===== src/rtl/key_light_pkg.sv =====
// Shared definitions for the key light driver: channel state encoding,
// default silence code and brightness ceiling helper.
package key_light_pkg;

  typedef enum logic [1:0] {
    IDLE    = 2'd0,
    PRESSED = 2'd1,
    HOLD    = 2'd2,
    FADE    = 2'd3
  } chan_state_t;

  localparam int unsigned REST_CODE_DEFAULT = 99;

  function automatic int unsigned bright_max(input int unsigned bits);
    return (32'd1 << bits) - 32'd1;
  endfunction

endpackage


===== src/rtl/key_light_channel.sv =====
// One key light: press/hold/fade state machine with its counters, brightness
// register and registered PWM light output.
module key_light_channel
  import key_light_pkg::*;
#(
  parameter int unsigned HOLD_CYCLES      = 25000000,
  parameter int unsigned FADE_STEP_CYCLES = 1562500,
  parameter int unsigned PWM_BITS         = 4
) (
  input  logic                clk,
  input  logic                rst_n,
  input  logic                hit,
  input  logic                mode,
  input  logic                enable,
  input  logic [PWM_BITS-1:0] pwm_cnt,
  output logic                light,
  output logic                active
);

  localparam logic [PWM_BITS-1:0] MAX = PWM_BITS'(bright_max(PWM_BITS));
  localparam int unsigned HOLD_W = (HOLD_CYCLES > 1) ? $clog2(HOLD_CYCLES) : 1;
  localparam int unsigned STEP_W = (FADE_STEP_CYCLES > 1) ? $clog2(FADE_STEP_CYCLES) : 1;
  localparam logic [HOLD_W-1:0] HOLD_LOAD = HOLD_W'(HOLD_CYCLES - 1);
  localparam logic [STEP_W-1:0] STEP_LOAD = STEP_W'(FADE_STEP_CYCLES - 1);

  chan_state_t         state, state_next;
  logic [PWM_BITS-1:0] bright, bright_next;
  logic [HOLD_W-1:0]   hold_cnt, hold_next;
  logic [STEP_W-1:0]   step_cnt, step_next;
  logic                light_d, active_d;

  always_ff @(posedge clk or negedge rst_n) begin
    if (!rst_n) begin
      state    <= IDLE;
      bright   <= '0;
      hold_cnt <= '0;
      step_cnt <= '0;
    end else begin
      state    <= state_next;
      bright   <= bright_next;
      hold_cnt <= hold_next;
      step_cnt <= step_next;
    end
  end

  // Disable beats a press; a press beats everything else; leaving sustain
  // mode without a press drops the channel straight to IDLE.
  always_comb begin
    state_next  = state;
    bright_next = bright;
    hold_next   = hold_cnt;
    step_next   = step_cnt;
    if (!enable) begin
      state_next  = IDLE;
      bright_next = '0;
    end else if (hit) begin
      state_next  = PRESSED;
      bright_next = MAX;
    end else if (!mode) begin
      state_next  = IDLE;
      bright_next = '0;
    end else begin
      unique case (state)
        IDLE: begin
          bright_next = '0;
        end
        PRESSED: begin
          state_next  = HOLD;
          bright_next = MAX;
          hold_next   = HOLD_LOAD;
        end
        HOLD: begin
          if (hold_cnt == '0) begin
            // A 1-bit brightness has no intermediate fade levels.
            if (MAX > PWM_BITS'(1)) begin
              state_next  = FADE;
              bright_next = MAX - PWM_BITS'(1);
              step_next   = STEP_LOAD;
            end else begin
              state_next  = IDLE;
              bright_next = '0;
            end
          end else begin
            hold_next = hold_cnt - HOLD_W'(1);
          end
        end
        FADE: begin
          if (step_cnt == '0) begin
            if (bright == PWM_BITS'(1)) begin
              state_next  = IDLE;
              bright_next = '0;
            end else begin
              bright_next = bright - PWM_BITS'(1);
              step_next   = STEP_LOAD;
            end
          end else begin
            step_next = step_cnt - STEP_W'(1);
          end
        end
        default: begin
          state_next  = IDLE;
          bright_next = '0;
        end
      endcase
    end
  end

  always_comb begin
    light_d  = (bright == MAX) || (pwm_cnt < bright);
    active_d = (state != IDLE);
  end

  always_ff @(posedge clk or negedge rst_n) begin
    if (!rst_n) begin
      light  <= 1'b0;
      active <= 1'b0;
    end else begin
      light  <= light_d;
      active <= active_d;
    end
  end

endmodule


===== src/rtl/key_light_array.sv =====
// Multi-key light driver: registered note decode, shared PWM counter and one
// sustain/fade channel per key.
module key_light_array
  import key_light_pkg::*;
#(
  parameter int unsigned NUM_KEYS         = 8,
  parameter int unsigned CODE_W           = 8,
  parameter int unsigned BASE_CODE        = 1,
  parameter int unsigned REST_CODE        = REST_CODE_DEFAULT,
  parameter int unsigned HOLD_CYCLES      = 25000000,
  parameter int unsigned FADE_STEP_CYCLES = 1562500,
  parameter int unsigned PWM_BITS         = 4
) (
  input  logic                iClk,
  input  logic                iReset_n,
  input  logic [CODE_W-1:0]   iNote,
  input  logic                iMode,
  input  logic                iEnable,
  output logic [NUM_KEYS-1:0] oLights,
  output logic                oActive
);

  logic [NUM_KEYS-1:0] hit_d, hit_q, active;
  logic [PWM_BITS-1:0] pwm_cnt;
  logic [31:0]         note_ext;
  logic                code_ok;

  // Key codes are compared zero-extended so BASE_CODE+k never wraps.
  always_comb begin
    note_ext = 32'(iNote);
    code_ok  = (note_ext != 32'd0) && (note_ext != REST_CODE);
    hit_d    = '0;
    for (int unsigned k = 0; k < NUM_KEYS; k++) begin
      hit_d[k] = iEnable && code_ok && (note_ext == BASE_CODE + k);
    end
  end

  always_ff @(posedge iClk or negedge iReset_n) begin
    if (!iReset_n) begin
      hit_q   <= '0;
      pwm_cnt <= '0;
    end else begin
      hit_q   <= hit_d;
      pwm_cnt <= pwm_cnt + PWM_BITS'(1);
    end
  end

  for (genvar k = 0; k < NUM_KEYS; k++) begin : g_chan
    key_light_channel #(
      .HOLD_CYCLES      (HOLD_CYCLES),
      .FADE_STEP_CYCLES (FADE_STEP_CYCLES),
      .PWM_BITS         (PWM_BITS)
    ) u_chan (
      .clk     (iClk),
      .rst_n   (iReset_n),
      .hit     (hit_q[k]),
      .mode    (iMode),
      .enable  (iEnable),
      .pwm_cnt (pwm_cnt),
      .light   (oLights[k]),
      .active  (active[k])
    );
  end

  assign oActive = |active;

endmodule


===== config.mk =====
export PLATFORM = sky130hd
export DESIGN_NAME = key_light_array
export DESIGN_NICKNAME = d
export VERILOG_FILES = /design/src/rtl/key_light_pkg.sv /design/src/rtl/key_light_channel.sv /design/src/rtl/key_light_array.sv
export SDC_FILE = /design/constraint.sdc
export NUM_CORES = 1
export LEC_CHECK = 0
export BUFFER_PORTS_ARGS = -buffer_cell sky130_fd_sc_hd__clkbuf_2
export CAP_MARGIN = 40
export CELL_PAD_IN_SITES_DETAIL_PLACEMENT = 1
export CELL_PAD_IN_SITES_GLOBAL_PLACEMENT = 2
export CORE_MARGIN = 4
export CORE_UTILIZATION = 30
export DETAILED_ROUTE_END_ITERATION = 8
export PLACE_DENSITY = 0.7
export SYNTH_ARGS = -nofsm -noshare
export SYNTH_HDL_FRONTEND = slang
export SYNTH_SLANG_ARGS = --single-unit

===== constraint.sdc =====
create_clock -name iClk -period 3.75 [get_ports iClk]
set_input_delay 0.1875 -clock iClk [delete_from_list [all_inputs] [get_ports iClk]]
set_output_delay 0.1875 -clock iClk [all_outputs]
set_load 0.02 [all_outputs]

==> results by group <==
Placement
  • Routability cong.: 0.7910
  • IO Port Bufs: 20
  • Post-DP HPWL: 49720 um

Global routing
  • Largest net degree at the start of global routing: 107
  • Initial antenna violation count: 1
  • Total GRT Usage: 0.1600
  • Global-route wire length before repair: 122800 um
  • Number of global-route vias before repair: 23.81k
  • Overflow after GRT: 0

Clocking
  • Worst-path clk slew: 0.06 ns
  • Clock Tree Buf Depth: 3
  • CTS buffer count: 56
  • H-tree levels: 2
  • CTS Hold Bufs: 7
  • Root Buffer: clkbuf_16
  • Clk sink count: 444
  • CTS tree: built
  • Worst skew pair latency: 0.61 ns
  • Post-CTS setup buffers: 0
  • Cts repair resizes: 0

Synthesis
  • Synth Area in Compound Gates: 0.1724
  • Count leader, synth: dfrtp_1
  • Dominant synthesized flop cell: dfrtp_1
  • Sequential area share after synthesis: 0.4352
  • Post-synthesis mux area share: 0.01519
  • FF+latch count, synth: 444
  • Syn Area/Cell: 8.825 sq um
  • Adder-cell share of the synthesized area: 0.04165
  • Post-synth EDFFs: 0
  • Largest family of logic cells by synthesized area: simple AND/OR/NAND/NOR gates
  • Xor/xnor cell area share of the yosys netlist: 0.04357
  • Synth cell count leaders: 444 x dfrtp_1, 301 x nand2_1, 230 x nor2_1
  • Ys Warns: 0
  • Synth area leaders: dfrtp_1 44%, nand2_1 4.4%, o21ai_0 4.4%, ha_1 4.2%, a21oi_1 3.9%
  • Simple-Gate Fraction of Synth Area: 0.2569
  • Share of flip-flops with an asynchronous set or reset: 1.000
  • Mapped Area: 25530 sq um
  • Synth area leader: dfrtp_1
  • Synth Instances: 2893
  • Count of different cell masters after synthesis: 93
  • Yosys top cell area share: 0.4352
  • Post-Synthesis Net Count: 2990

Floorplanning
  • Die Height: 299.7 um
  • Die W: 299.7 um
  • IO Pins: 21
  • Initial Util: 0.3041
  • Row cnt: 106
  • Core area: 83950 sq um
  • Die area: 89840 sq um

Timing
  • Sum of negative setup slack: 0 ns
  • Final setup viols: 0
  • RSZ-0062 raised after global routing: no
  • Clock skew: 0.01270 ns
  • Hold Fails Final Rpt: 0
  • Final Cycle Share: 0.8094
  • Worst Tran Pin Value: 0.9194 ns
  • Slew HR: 0.3871
  • Peak Freq: 0.3295 GHz
  • Final worst path period need: 3.035 ns
  • Final slew viol count: 0

Finish
  • Share of layout cells above drive strength 1: 0.08147
  • Final core occ: 0.3449
  • Number of fill cells: 9726
  • Final net count: 2996
  • Synthesis-to-finish area growth: 13.41%

Setup path
  • CP delay by family, top: simple AND/OR/NAND/NOR gates
  • Crit path from: g_chan[6].u_chan.hold_cnt[17]$_DFFE_PN0P_
  • Worst-path cell chain: or4_1 -> nor3_4 -> nand4_1 -> a221oi_2 -> buf_4 -> nand2_1 -> a22o_1
  • CP Max Fanout: 10
  • Reg2reg start: g_chan[6].u_chan.hold_cnt[17]$_DFFE_PN0P_
  • Startpoint Class: flop
  • Setup CP Type: flop to flop
  • Worst setup EP type: flop
  • Crit path DAT: 3.52 ns
  • Worst Path Buf+Inv: 1
  • Slowest cell on the critical path: a221oi_2
  • Critical Path RT: 4.24 ns
  • Largest stage delay on the critical path: 0.74 ns

Route
  • Residual DRC: 0
  • Vias/cell: 5.406
  • Routed wire length: 72320 um
  • Vias: 22.06k
  • Drt initial violations: 1018
  • Initial DRT Pass Iterations: 4
  • Antenna-violating nets left: 0
  • DR WL/cell: 17.72 um

Power
  • Pleak: 12.62 nW
  • Power per Cell Area: 407.6 nW/um^2
  • Maximum VDD drop: 0.4124 mV

Flow run
  • Max_cap viols: 0

Min path
  • Worst Hold Launch: iNote[3]
  • Worst Hold Class: input pin to flop

Status
  • Status: complete, no violations
## sequential cells by signal, indices dropped and copies added (netlist names)
| register | cells |
|---|---|
| g_chan.u_chan.hold_cnt | 200 |
| g_chan.u_chan.step_cnt | 168 |
| g_chan.u_chan.bright | 32 |
| g_chan.u_chan.state | 16 |
| g_chan.u_chan.active | 8 |
| g_chan.u_chan.light | 8 |
| hit_q | 8 |
| pwm_cnt | 4 |
## final cells by class
class / instances / area [sq um] / area share
multi-input cells: 2227 / 13540 / 0.4675
flip-flops and latches: 444 / 11110 / 0.3837
clock buffers: 84 / 1698 / 0.05864
well taps: 1134 / 1419 / 0.04900
repair buffers: 72 / 573.1 / 0.01979
inverters: 98 / 367.9 / 0.01270
clock inverters: 21 / 246.5 / 0.008513
diodes: 1 / 2.502 / 0.00008642
## cells in the final DEF (no fill, tap or decap), drive strengths merged, types with 16 or more instances in the layout
master / instances
a211oi: 22
a21oi: 198
a22o: 17
a31oi: 73
and3: 28
and4: 19
buf: 45
clkbuf: 103
dfrtp: 444
ha: 85
inv: 101
mux2i: 23
nand2: 302
nand2b: 49
nand3: 104
nand4: 29
nor2: 231
nor2b: 18
nor3: 163
nor3b: 16
nor4: 89
o21ai: 249
o31ai: 25
or2: 19
or3: 76
or4: 51
xnor2: 86
xor2: 41
## final timing paths
path / to / slack [ns] / cells past startpoint
max: g_chan[6].u_chan.step_cnt[6]$_DFFE_PN0P_ / 0.71 / 7
min: hit_q[4]$_DFF_PN0_ / 0.07 / 4
max reg2reg: g_chan[6].u_chan.step_cnt[6]$_DFFE_PN0P_ / 0.71 / 7
min reg2reg: g_chan[1].u_chan.step_cnt[20]$_DFFE_PN0P_ / 0.47 / 1
max in group asynchronous: g_chan[6].u_chan.hold_cnt[4]$_DFFE_PN0P_ / 2.47 / 3
min in group asynchronous: g_chan[1].u_chan.step_cnt[14]$_DFFE_PN0P_ / 0.28 / 2
## tightest hold or removal path: stages
cell and delay, ns:
clkbuf_2 0.16, nor2_1 0.07, nand2_1 0.16, nor2_1 0.07
## where the power goes
part | internal, mW | total (mW) | leakage [nW] | switching (mW)
Sequential | 4.99 | 5.22 | 5.95 | 0.234
Clock | 3.46 | 5.66 | 0.964 | 2.20
Combinational | 0.335 | 0.919 | 5.70 | 0.585
Total | 8.78 | 11.8 | 12.6 | 3.02
## per-stage QoR
stage               area (sq um)  setup WS [ns]  power (mW)  cells  hold slack (ns)
global placement           26900         0.8531       6.172   3964           0.3490
finish                     28960         0.7149       11.80   4081          0.06989
CTS                        28950         0.7217       12.03   4080         0.002012
floorplan                  25530          1.100       5.845   2893          -0.1081
global route               28950         0.5179       12.38   4080          0.04265
detailed placement         26940         0.7242       6.228   3968           0.3600
## metal layers
metal / routed length, um / vias to the layer above / track usage
met5: 0 / - / 0
met4: 1374 / 0 / 0.03685
met3: 1847 / 83 / 0.02332
met2: 34720 / 172 / 0.2752
met1: 34380 / 11250 / 0.2136
li1: - / 10560 / -
## cell families after synthesis
logic type | count (synthesis)
and+or+nand+nor | 1257
DFF | 444
buffers and inverters | 222
xor gates and xnor gates | 127
muxes | 37
adders and majority gates | 85
AOI/OAI and AO/OA | 721
Power figures use the tool's default switching activity.
